File: src/rtl/vga_timing_gen.sv
// VGA raster timing generator with 1-cycle-latency pixel fetch and 2-cycle aligned output pipeline.
// Optional internal x/y test pattern selected by test_mode when VGA_TESTPATTERN_EN is defined.
module vga_timing_gen #(
    parameter int unsigned WIDTH        = 640,
    parameter int unsigned HEIGHT       = 480,
    parameter int unsigned H_SYNC_CYC   = 96,
    parameter int unsigned H_SYNC_BACK  = 48,
    parameter int unsigned H_SYNC_FRONT = 16,
    parameter int unsigned V_SYNC_CYC   = 2,
    parameter int unsigned V_SYNC_BACK  = 33,
    parameter int unsigned V_SYNC_FRONT = 10
) (
    input  logic        VGA_CLK,
    input  logic        reset_n,
`ifdef VGA_TESTPATTERN_EN
    input  logic        test_mode,
`endif
    output logic        pix_req,
    output logic [12:0] pix_x,
    output logic [12:0] pix_y,
    input  logic [7:0]  pix_r,
    input  logic [7:0]  pix_g,
    input  logic [7:0]  pix_b,
    output logic [7:0]  oVGA_R,
    output logic [7:0]  oVGA_G,
    output logic [7:0]  oVGA_B,
    output logic        oVGA_HS,
    output logic        oVGA_VS,
    output logic        oVGA_SYNC_N,
    output logic        oVGA_BLANK_N,
    output logic        line_start,
    output logic        frame_start,
    output logic [15:0] frame_count
);

    localparam int unsigned H_BLANK_I = H_SYNC_FRONT + H_SYNC_CYC + H_SYNC_BACK;
    localparam int unsigned V_BLANK_I = V_SYNC_FRONT + V_SYNC_CYC + V_SYNC_BACK;

    localparam logic [12:0] H_BLANK   = 13'(H_BLANK_I);
    localparam logic [12:0] H_LAST    = 13'(H_BLANK_I + WIDTH - 1);
    localparam logic [12:0] H_SYNC_LO = 13'(H_SYNC_FRONT);
    localparam logic [12:0] H_SYNC_HI = 13'(H_SYNC_FRONT + H_SYNC_CYC);
    localparam logic [12:0] V_BLANK   = 13'(V_BLANK_I);
    localparam logic [12:0] V_LAST    = 13'(V_BLANK_I + HEIGHT - 1);
    localparam logic [12:0] V_SYNC_LO = 13'(V_SYNC_FRONT);
    localparam logic [12:0] V_SYNC_HI = 13'(V_SYNC_FRONT + V_SYNC_CYC);

    typedef struct packed {
        logic hs;
        logic vs;
        logic active;
        logic line;
        logic frame;
    } ctrl_t;

    localparam ctrl_t CTRL_IDLE = '{hs: 1'b1, vs: 1'b1, default: 1'b0};

    logic [12:0] h_cnt;
    logic [12:0] v_cnt;
    ctrl_t       s0;
    ctrl_t       d1;
    ctrl_t       d2;
    logic        act0;
    logic [7:0]  rgb_r;
    logic [7:0]  rgb_g;
    logic [7:0]  rgb_b;
    logic [7:0]  src_r;
    logic [7:0]  src_g;
    logic [7:0]  src_b;

    always_ff @(posedge VGA_CLK) begin
        if (!reset_n) begin
            h_cnt <= '0;
            v_cnt <= '0;
        end else if (h_cnt == H_LAST) begin
            h_cnt <= '0;
            v_cnt <= (v_cnt == V_LAST) ? '0 : v_cnt + 13'd1;
        end else begin
            h_cnt <= h_cnt + 13'd1;
        end
    end

    assign act0 = (h_cnt >= H_BLANK) && (v_cnt >= V_BLANK);

    always_comb begin
        s0        = CTRL_IDLE;
        s0.hs     = !((h_cnt > H_SYNC_LO) && (h_cnt <= H_SYNC_HI));
        s0.vs     = !((v_cnt > V_SYNC_LO) && (v_cnt <= V_SYNC_HI));
        s0.active = act0;
        s0.line   = act0 && (h_cnt == H_BLANK);
        s0.frame  = act0 && (h_cnt == H_BLANK) && (v_cnt == V_BLANK);
    end

    assign pix_req = act0;
    assign pix_x   = act0 ? h_cnt - H_BLANK : '0;
    assign pix_y   = act0 ? v_cnt - V_BLANK : '0;

`ifdef VGA_TESTPATTERN_EN
    // Pattern coordinates travel one stage alongside the request so they meet the source data.
    logic       d1_tm;
    logic [7:0] d1_x;
    logic [7:0] d1_y;

    always_ff @(posedge VGA_CLK) begin
        if (!reset_n) begin
            d1_tm <= 1'b0;
            d1_x  <= '0;
            d1_y  <= '0;
        end else begin
            d1_tm <= test_mode;
            d1_x  <= pix_x[7:0];
            d1_y  <= pix_y[7:0];
        end
    end

    always_comb begin
        src_r = pix_r;
        src_g = pix_g;
        src_b = pix_b;
        if (d1_tm) begin
            src_r = d1_x;
            src_g = d1_y;
            src_b = d1_x + d1_y;
        end
    end
`else
    assign src_r = pix_r;
    assign src_g = pix_g;
    assign src_b = pix_b;
`endif

    // Control takes two registers; colour only one, since the source already adds a cycle.
    always_ff @(posedge VGA_CLK) begin
        if (!reset_n) begin
            d1          <= CTRL_IDLE;
            d2          <= CTRL_IDLE;
            rgb_r       <= '0;
            rgb_g       <= '0;
            rgb_b       <= '0;
            frame_count <= '0;
        end else begin
            d1 <= s0;
            d2 <= d1;
            if (d1.active) begin
                rgb_r <= src_r;
                rgb_g <= src_g;
                rgb_b <= src_b;
            end else begin
                rgb_r <= '0;
                rgb_g <= '0;
                rgb_b <= '0;
            end
            if (d1.frame) begin
                frame_count <= frame_count + 16'd1;
            end
        end
    end

    assign oVGA_HS      = d2.hs;
    assign oVGA_VS      = d2.vs;
    assign oVGA_BLANK_N = d2.active;
    assign oVGA_SYNC_N  = 1'b0;
    assign line_start   = d2.line;
    assign frame_start  = d2.frame;
    assign oVGA_R       = rgb_r;
    assign oVGA_G       = rgb_g;
    assign oVGA_B       = rgb_b;

endmodule
File: config.mk
export PLATFORM = sky130hd
export DESIGN_NAME = vga_timing_gen
export DESIGN_NICKNAME = d
export VERILOG_FILES = /design/src/rtl/vga_timing_gen.sv
export SDC_FILE = /design/constraint.sdc
export NUM_CORES = 1
export LEC_CHECK = 0
export CAP_MARGIN = 20
export CORE_MARGIN = 10
export CORE_UTILIZATION = 40
export CTS_BUF_LIST = sky130_fd_sc_hd__clkbuf_16
export DETAILED_ROUTE_END_ITERATION = 10
export HOLD_SLACK_MARGIN = 0.06
export PLACE_DENSITY_LB_ADDON = 0.08
export RECOVER_POWER = 25
export REMOVE_ABC_BUFFERS = 1
export SYNTH_ARGS = -nofsm -noshare
export SYNTH_HDL_FRONTEND = slang
export SYNTH_SLANG_ARGS = --single-unit
File: constraint.sdc
create_clock -name VGA_CLK -period 2 [get_ports VGA_CLK]
set_input_delay 0.4 -clock VGA_CLK [delete_from_list [all_inputs] [get_ports VGA_CLK]]
set_output_delay 0.4 -clock VGA_CLK [all_outputs]
set_load 0.01 [all_outputs]
==> results by group, run 1 <==
Yosys
  • Synth Area in Compound Gates: 0.0742
  • Simple-gate share of the synthesized area: 0.340
  • Multiplexer share of the synthesized area: 0.00528
  • Mean Syn Cell Area: 8.74 um^2
  • Cell taking the most area after synthesis: dfxtp_1
  • Synth top area cells: dfxtp_1 (40%), and3_1 (5.4%), nor3_2 (5.0%)
  • Post-Syn Area: 0.00379 mm^2
  • Synth cell types: 50
  • Syn Inst Count: 434
  • Syn. warnings: 0
  • Sequential fraction of the synthesis area: 0.401
  • Post-synth top area share: 0.401
  • Main synth FF type: dfxtp_1
  • EDFF count, synth: 0
  • Adder-cell area share of the yosys netlist: 0.0330
  • Largest family of logic cells by synthesized area: simple AND/OR/NAND/NOR gates
  • XOR/XNOR Fraction of Synth Area: 0.0831
  • Yosys reg bits: 76
  • Ys async rst share: 0

Clock network
  • Max Buffers Root-to-Sink: 2
  • CTS Sinks: 76
  • Clock transition at the registers of the reported paths: 0.06 ns
  • CTS Root Cell: clkbuf_16
  • Insertion delay to the later sink of the worst-skew pair: 0.33 ns
  • H-tree levels: 3
  • Hold_buf cts: 0
  • CTS tree: yes
  • CTS buffer count: 9

Layout
  • Fin nets: 647
  • Final Util: 0.646
  • Layout area overhead: 57.5%
  • Ant. Diodes: 0
  • Non-Filler Instances: 745
  • Layout fillers: 802
  • Proportion of layout cells with a drive suffix above 1: 0.318
  • Post-route cell area: 0.00597 mm^2

Routing
  • DR vias: 3749
  • DRC: 0
  • Router iterations before antenna repair: 4
  • Post-DRT Antenna Nets: 0
  • Initial DRC count: 266
  • Via-to-Cell Ratio: 5.03
  • WL/cell: 15.6 um
  • Post-Route WL: 11600 um

GRT
  • Global Route Usage Sum: 0.168
  • Largest net degree at the start of global routing: 26
  • Antenna violations before repair: 0
  • Grt ovf: 0
  • Vias in the first global route: 3828
  • First-pass GRT wire length: 19600 um

Worst setup path
  • CP most frequent cell: buf_12
  • Max FO, Critical Path: 3
  • Worst path cell trace: or4_4 > o21ai_4 > buf_12 > a21oi_4 > buf_12 > a211oi_2 > buf_2
  • CP max stage delay: 0.55 ns
  • Worst Path Required: 1.60 ns
  • Buffers plus inverters on the worst setup path: 3
  • Critical Path AT: 2.13 ns
  • Cell family with most CP delay: simple AND/OR/NAND/NOR gates
  • WS Path Type: reg -> out
  • Critical path launch point type: flip-flop
  • Slowest-stage cell, CP: or4_4
  • CP endpoint kind: output port

Die
  • Chip width: 117 um
  • Initial core utilization: 0.410
  • Die height: 117 um
  • # IOs: 99
  • Die ar.: 0.0138 mm^2
  • Core area: 0.00924 mm^2
  • Row cnt: 35

Timing
  • Max-slew headroom: 0.554
  • Slew Viols, Final: 0
  • RSZ-0062 raised after global routing: true
  • Fin. Hold Viols: 0
  • Fmax: 394 MHz
  • Ratio of final minimum period to clock period: 1.27
  • Slack of the critical path: -0.535 ns
  • Clock period minus worst slack: 2.53 ns
  • Setup TNS: -12.22 ns
  • Final Setup Violations: 27
  • Setup Skew: 0.00515 ns
  • Slew @ Worst Pin: 0.668 ns

Status
  • Outcome: finished, violations left
  • Failing checks: setup timing

Power and ir drop
  • Overall power: 0.00340 W
  • Max VDD drop: 0.423 mV
  • Pwr Density: 569 mW/mm^2
  • Leak: 2.51 nW

Placed design
  • Placed Area: 0.00542 mm^2
  • Post-DP HPWL: 8320 um
  • Dpl cells: 713
  • Gp weighted congestion: 0.834
  • PortBufs: 97

Hold path
  • Hold/Removal Path Class: reg -> reg

Flow run
  • Max-cap viol count: 0
registers in the layout, indices dropped and copies added, names as in the netlist:
register,flops
d1,5
oVGA_G,8
v_cnt,13
oVGA_R,8
frame_start,1
h_cnt,13
oVGA_B,8
oVGA_VS,1
frame_count,16
oVGA_HS,1
line_start,1
oVGA_BLANK_N,1
worst paths after layout:
kind                       startpoint               endpoint  slack, ns  cells past startpoint
hold / removal       d1[3]$_SDFF_PN1_     oVGA_VS$_SDFF_PN1_       0.41                      1
hold reg to reg      d1[3]$_SDFF_PN1_     oVGA_VS$_SDFF_PN1_       0.41                      1
setup / recovery  h_cnt[3]$_SDFF_PP0_              pix_y[11]      -0.53                      7
setup reg to reg  h_cnt[0]$_SDFF_PP0_  v_cnt[5]$_SDFFE_PN0P_       0.11                      7
power by group:
| part | total, W | switching, W | internal, W |
|---|---|---|---|
| Sequential | 0.00153 | 0.00000708 | 0.00152 |
| Clock | 0.00172 | 0.000634 | 0.00109 |
| Combinational | 0.000146 | 0.0000660 | 0.0000802 |
| Total | 0.00340 | 0.000707 | 0.00269 |
per-layer routing:
metal,GRT usage,routed length (um),vias to the layer above
met5,0,0,-
met4,0.0469,120,0
met3,0.0470,677,10
met2,0.271,5460,113
met1,0.212,5380,1751
li1,-,-,1875
cell type report:
type	count	area [um^2]	share of cell area
inverters	12	45.0	0.00754
flip-flops and latches	76	1530	0.256
clock inverters	7	91.3	0.0153
well taps	129	161	0.0270
clock buffers	9	225	0.0377
repair buffers	200	1700	0.285
multi-input cells	312	2220	0.372
placed cells by master, fill, tap and decap left out, drive strengths merged, types with 4 or more instances in the layout:
master / n
ha: 10
and4: 7
nor3: 33
nor2: 48
nand2: 24
nor3b: 4
dfxtp: 76
nor4: 11
nand3: 23
a21oi: 9
inv: 14
clkdlybuf4s50: 69
xnor2: 18
or3: 5
o21ai: 17
nand4: 11
buf: 126
and3: 33
a211oi: 4
clkbuf: 12
xor2: 18
cell families (layout without fill, tap and decap cells):
logic type / count (synthesis) / count (layout)
other cells: 1 / 1
fa+ha+maj: 10 / 10
simple gates: 219 / 219
compound gates: 42 / 44
mux: 2 / 2
xor+xnor: 36 / 36
flops: 76 / 76
buf+inv: 48 / 228
timing repair:
action	CTS	global route
cloned	2	0
buffers inserted	9	6
gates resized for setup	139	21
pin swaps	9	13
endpoints found under the setup margin	27	38
cells in the mapped netlist, types with 6 or more instances:
master and instances:
dfxtp_1 76, nor2_1 48, and3_1 33, nand2_1 24, nand3_1 23, nor3_2 19
xnor2_1 18, xor2_1 18, clkbuf_1 15, buf_2 14, nor3_1 14, o21ai_0 14
inv_1 12, nand4_1 11, ha_1 10, nor4_1 9, and4_1 7, a21oi_1 6
stage by stage:
stage                     hold slack (ns)  worst slack (ns)
after floorplan                     0.386             -2.97
after global placement              0.396            -0.591
after detailed placement            0.397            -0.678
after CTS                           0.412            -0.543
after global routing                0.428            -0.610
final                               0.410            -0.535
Note: power is estimated with default switching activity, not from simulation.
==> run 2, diff against run 1 <==
--- a/config.mk
+++ b/config.mk
@@ -11,7 +11,7 @@
 export CTS_BUF_LIST = sky130_fd_sc_hd__clkbuf_16
 export DETAILED_ROUTE_END_ITERATION = 10
 export HOLD_SLACK_MARGIN = 0.06
-export PLACE_DENSITY_LB_ADDON = 0.08
+export PLACE_DENSITY = 0.7
 export RECOVER_POWER = 25
 export REMOVE_ABC_BUFFERS = 1
 export SYNTH_ARGS = -nofsm -noshare
==> results by group, run 2 (synthesized netlist as in run 1, its figures left out) <==
GRT
  • Vias in the first global route: 3781
  • Grt ovf: 0
  • First-pass GRT wire length: 18700 um
  • Antenna violations before repair: 0
  • Global Route Usage Sum: 0.158
  • Largest net degree at the start of global routing: 27

Routing
  • Via-to-Cell Ratio: 5.11
  • Post-DRT Antenna Nets: 0
  • Post-Route WL: 11200 um
  • DR vias: 3779
  • DRC: 0
  • Initial DRC count: 280
  • WL/cell: 15.1 um
  • Router iterations before antenna repair: 7

Timing
  • Fin. Hold Viols: 0
  • RSZ-0062 raised after global routing: true
  • Setup Skew: 0.00584 ns
  • Slack of the critical path: -0.467 ns
  • Clock period minus worst slack: 2.47 ns
  • Setup TNS: -11.73 ns
  • Slew Viols, Final: 0
  • Hold_ws: 0.414 ns
  • Fmax: 405 MHz
  • Ratio of final minimum period to clock period: 1.23
  • Final Setup Violations: 35
  • Slew @ Worst Pin: 0.972 ns
  • Max-slew headroom: 0.352

Clock network
  • CTS buffer count: 9
  • Clock transition at the registers of the reported paths: 0.06 ns
  • CTS tree: yes
  • CTS Sinks: 76
  • H-tree levels: 3
  • CTS Root Cell: clkbuf_16
  • Insertion delay to the later sink of the worst-skew pair: 0.33 ns
  • Max Buffers Root-to-Sink: 2

Power and ir drop
  • Leak: 2.50 nW
  • Overall power: 0.00340 W
  • Pwr Density: 574 mW/mm^2
  • Max VDD drop: 0.324 mV

Layout
  • Layout fillers: 763
  • Most common cell after layout, fill and taps aside: buf_4
  • Layout area overhead: 56.0%
  • Non-Filler Instances: 739
  • Top flop regs: frame_count x16, h_cnt x13, v_cnt x13
  • Largest Register: frame_count
  • Max reg flops: 16
  • Fin nets: 641
  • Proportion of layout cells with a drive suffix above 1: 0.310
  • Ant. Diodes: 0
  • Most frequent cells in the layout: buf_4 (76), dfxtp_1 (72), clkdlybuf4s50_1 (69), nor2_1 (47), and3_1 (33)

Placed design
  • Post-DP HPWL: 8100 um
  • PortBufs: 97
  • Place WS: -0.634 ns
  • Dpl cells: 705
  • Gp weighted congestion: 0.837

Worst setup path
  • WS Path Type: reg -> out
  • CP max stage delay: 0.56 ns
  • CP endpoint kind: output port
  • Critical Path AT: 2.07 ns
  • Worst path cell trace: or4_4 > o21ai_4 > a21oi_4 > buf_6 > a211oi_2 > buf_2
  • Critical R2R Launch: h_cnt[3]$_SDFF_PP0_
  • Worst setup startpoint: h_cnt[3]$_SDFF_PP0_
  • Max FO, Critical Path: 7
  • Critical path launch point type: flip-flop
  • Slowest-stage cell, CP: or4_4
  • Worst Path Required: 1.60 ns

Flow run
  • Max-cap viol count: 0

Status
  • Outcome: finished, violations left
  • Failing checks: setup timing

Die
  • Die height: 117 um
  • Initial core utilization: 0.410
  • Chip width: 117 um
  • # IOs: 99
  • Row cnt: 35
  • Die ar.: 0.0138 mm^2
  • Core area: 0.00924 mm^2

Hold path
  • Hold_sp: d1[3]$_SDFF_PN1_
  • Hold/Removal Path Class: reg -> reg
run 2: critical path, delay by kind of cell, from the launching register on:
family / cells / cell delay, ns
AND/OR/NAND/NOR: 1 / 0.56
AO/OA/AOI/OAI: 3 / 0.55
flip-flops: 1 / 0.32
buffers and inverters: 2 / 0.31
run 2: power breakdown:
group          switching (W)  total [W]  internal, W
Sequential        0.00000861    0.00153      0.00152
Clock               0.000628    0.00172      0.00109
Combinational      0.0000636   0.000147    0.0000833
Total               0.000701    0.00340      0.00270
run 2: metrics by stage:
step,area (um^2),util
3_3_place_gp,5390,0.584
4_1_cts,5840,0.632
5_1_grt,5920,0.640
6_report,5920,0.640
2_1_floorplan,3600,-
3_5_place_dp,5390,0.584
run 2: worst paths after layout:
| path | endpoint | slack [ns] | cells past startpoint |
|---|---|---|---|
| setup / recovery | pix_y[7] | -0.47 | 6 |
| hold / removal | oVGA_VS$_SDFF_PN1_ | 0.41 | 1 |
| setup reg to reg | d1[4]$_SDFF_PN1_ | 0.11 | 4 |
| hold reg to reg | oVGA_VS$_SDFF_PN1_ | 0.41 | 1 |
run 2: what timing repair did:
| item | 4_1_cts | 5_1_grt |
|---|---|---|
| hold buffers | 0 | 0 |
| gates cloned | 2 | 0 |
| setup endpoints to repair | 27 | 29 |
| gates resized for setup | 143 | 21 |
| pin swaps | 9 | 4 |
| buffers inserted | 13 | 5 |
run 2: routing by layer:
layer	vias to the layer above	global-route usage	wire, um
met1	1775	0.190	4950
met5	-	0	0
met2	122	0.271	5480
met3	17	0.0408	601
met4	0	0.0454	142
li1	1865	-	-
run 2: layout make-up:
| type | count | area (um^2) | share of cell area |
|---|---|---|---|
| Clock buffer | 9 | 225 | 0.0381 |
| Clock inverter | 7 | 91.3 | 0.0154 |
| Inverter | 12 | 45.0 | 0.00761 |
| Multi-Input combinational cell | 311 | 2190 | 0.371 |
| Sequential cell | 76 | 1530 | 0.258 |
| Tap cell | 129 | 161 | 0.0273 |
| Timing Repair Buffer | 195 | 1670 | 0.283 |
==> run 3, diff against run 2 <==
--- a/config.mk
+++ b/config.mk
@@ -14,6 +14,7 @@
 export PLACE_DENSITY = 0.7
 export RECOVER_POWER = 25
 export REMOVE_ABC_BUFFERS = 1
+export SETUP_SLACK_MARGIN = 0.5
 export SYNTH_ARGS = -nofsm -noshare
 export SYNTH_HDL_FRONTEND = slang
 export SYNTH_SLANG_ARGS = --single-unit
==> results by group, run 3 (synthesized netlist as in run 1, its figures left out) <==
Status
  • Outcome: finished, violations left
  • Failing checks: setup timing

Worst setup path
  • R2r setup slk: -0.05 ns
  • R2R depth: 14
  • FF-to-FF End: d1[2]$_SDFF_PN0_
  • Critical R2R Launch: v_cnt[1]$_SDFFE_PN0P_
  • Worst Path Required: 1.60 ns
  • Critical Path AT: 2.08 ns
  • Max FO, Critical Path: 7
  • WS Path Type: reg -> out
  • Critical path launch point type: flip-flop
  • CP endpoint kind: output port

GRT
  • Met1 Use GR: 0.202
  • Global Route Usage Sum: 0.166
  • Grt ovf: 0
  • Largest net degree at the start of global routing: 27
  • Antenna violations before repair: 0
  • Global route hottest layer: met2
  • GRT met2 Usage: 0.281
  • M3 GR Usage: 0.0398
  • First-pass GRT wire length: 19500 um
  • Vias in the first global route: 3886

Power and ir drop
  • Leak: 2.91 nW
  • Pwr Density: 526 mW/mm^2
  • Overall power: 0.00341 W
  • Max VDD drop: 0.328 mV

Hold path
  • Hold Path Depth: 1
  • Hold_sp: d1[3]$_SDFF_PN1_
  • Hold/Removal Path Class: reg -> reg
  • Worst Hold End: oVGA_VS$_SDFF_PN1_

Die
  • Die height: 117 um
  • Die ar.: 0.0138 mm^2
  • # IOs: 99
  • Row cnt: 35
  • Core area: 0.00924 mm^2
  • Initial core utilization: 0.410
  • Chip width: 117 um

Placed design
  • Gp weighted congestion: 0.837
  • Post-DP HPWL: 8100 um
  • Placed Area: 0.00539 mm^2
  • PortBufs: 97
  • Dpl cells: 705

Clock network
  • Insertion delay to the later sink of the worst-skew pair: 0.33 ns
  • CTS Sinks: 76
  • CTS buffer count: 9
  • CTS tree: yes
  • CTS Root Cell: clkbuf_16
  • Clock transition at the registers of the reported paths: 0.06 ns
  • H-tree levels: 3
  • Max Buffers Root-to-Sink: 2

Timing
  • Clock period minus worst slack: 2.48 ns
  • Setup Skew: 0.00526 ns
  • Fmax: 403 MHz
  • Ratio of final minimum period to clock period: 1.24
  • Hold_ws: 0.415 ns
  • Slew Viols, Final: 0
  • Max-slew headroom: 0.303
  • Final Setup Violations: 42
  • Slack of the critical path: -0.482 ns
  • Slew @ Worst Pin: 1.04 ns
  • RSZ-0062 raised after global routing: true
  • Fin. Hold Viols: 0

Routing
  • WL/cell: 16.0 um
  • DR vias: 4008
  • Via-to-Cell Ratio: 5.23
  • Initial DRC count: 325
  • DRC: 0
  • Post-DRT Antenna Nets: 0
  • Post-Route WL: 12200 um
  • Router iterations before antenna repair: 5

Layout
  • Most frequent cells in the layout: buf_4 (81), dfxtp_1 (57), dlygate4sd2_1 (42), nor2_1 (39), buf_6 (36)
  • Layout area overhead: 71.3%
  • Most common cell after layout, fill and taps aside: buf_4
  • Fin nets: 669
  • Ant. Diodes: 0
  • Max reg flops: 16
  • Non-Filler Instances: 767
  • Largest Register: frame_count
  • Top flop regs: frame_count x16, h_cnt x13, v_cnt x13
  • Post-route cell area: 0.00649 mm^2
  • Proportion of layout cells with a drive suffix above 1: 0.433
  • Final Util: 0.703

Flow run
  • Max-cap viol count: 0
==> run 3: changes by cell type in the layout (fill, tap and decap cells not counted), sizes merged <==
cell,change
clkdlybuf4s50,-45
dlygate4sd2,+42
buf,+27
clkdlybuf4s15,+3
clkbuf,-1
dlymetal6s2s,+1
nand2,+1
==> run 3: cell type report <==
class,count,area (um^2)
inverters,12,45.0
repair buffers,222,1960
clock buffers,9,225
fillers,684,2750
flip-flops and latches,76,1560
well taps,129,161
clock inverters,7,91.3
multi-input cells,312,2450
==> run 3: how the worst max path moves through the flow <==
stage,startpoint,to,slack (ns)
floorplan,v_cnt[1]$_SDFFE_PN0P_,pix_x[7],-2.97
global placement,h_cnt[1]$_SDFF_PP0_,pix_y[3],-0.55
detailed placement,h_cnt[1]$_SDFF_PP0_,pix_x[12],-0.63
CTS,h_cnt[3]$_SDFF_PP0_,pix_x[12],-0.45
global route,h_cnt[3]$_SDFF_PP0_,pix_y[3],-0.54
finish,h_cnt[3]$_SDFF_PP0_,pix_y[3],-0.48
==> run 3: power breakdown <==
part	total [W]	switching [W]	internal (W)
registers	0.00152	0.00000953	0.00151
clock network	0.00172	0.000635	0.00109
logic	0.000165	0.0000733	0.0000917
total	0.00341	0.000718	0.00270
==> run 3: layer usage <==
layer	vias up	part of all wire
met1	1907	0.43
met3	24	0.057
met5	-	0
met4	0	0.017
li1	1922	-
met2	155	0.50
==> run 3: through the flow <==
step | setup slack, ns | TNS [ns]
2_1_floorplan | -2.97 | -79.53
3_3_place_gp | -0.546 | -13.25
3_5_place_dp | -0.634 | -15.00
4_1_cts | -0.448 | -10.78
5_1_grt | -0.538 | -22.53
6_report | -0.482 | -12.36
==> run 3: what timing repair did <==
item	CTS	global route
cloned	2	1
gates resized for setup	243	69
hold buffers	0	0
endpoints found under the hold margin	0	0
pin swaps	29	18
setup endpoints to repair	103	59
buffers inserted	24	19
==> run 3: worst max-delay path: stages, from the launching register on <==
cell and delay, ns:
dfxtp_2 0.32, or4_4 0.55, o21ai_4 0.22, a21oi_4 0.16
buf_6 0.17, nor3_4 0.17, buf_2 0.16
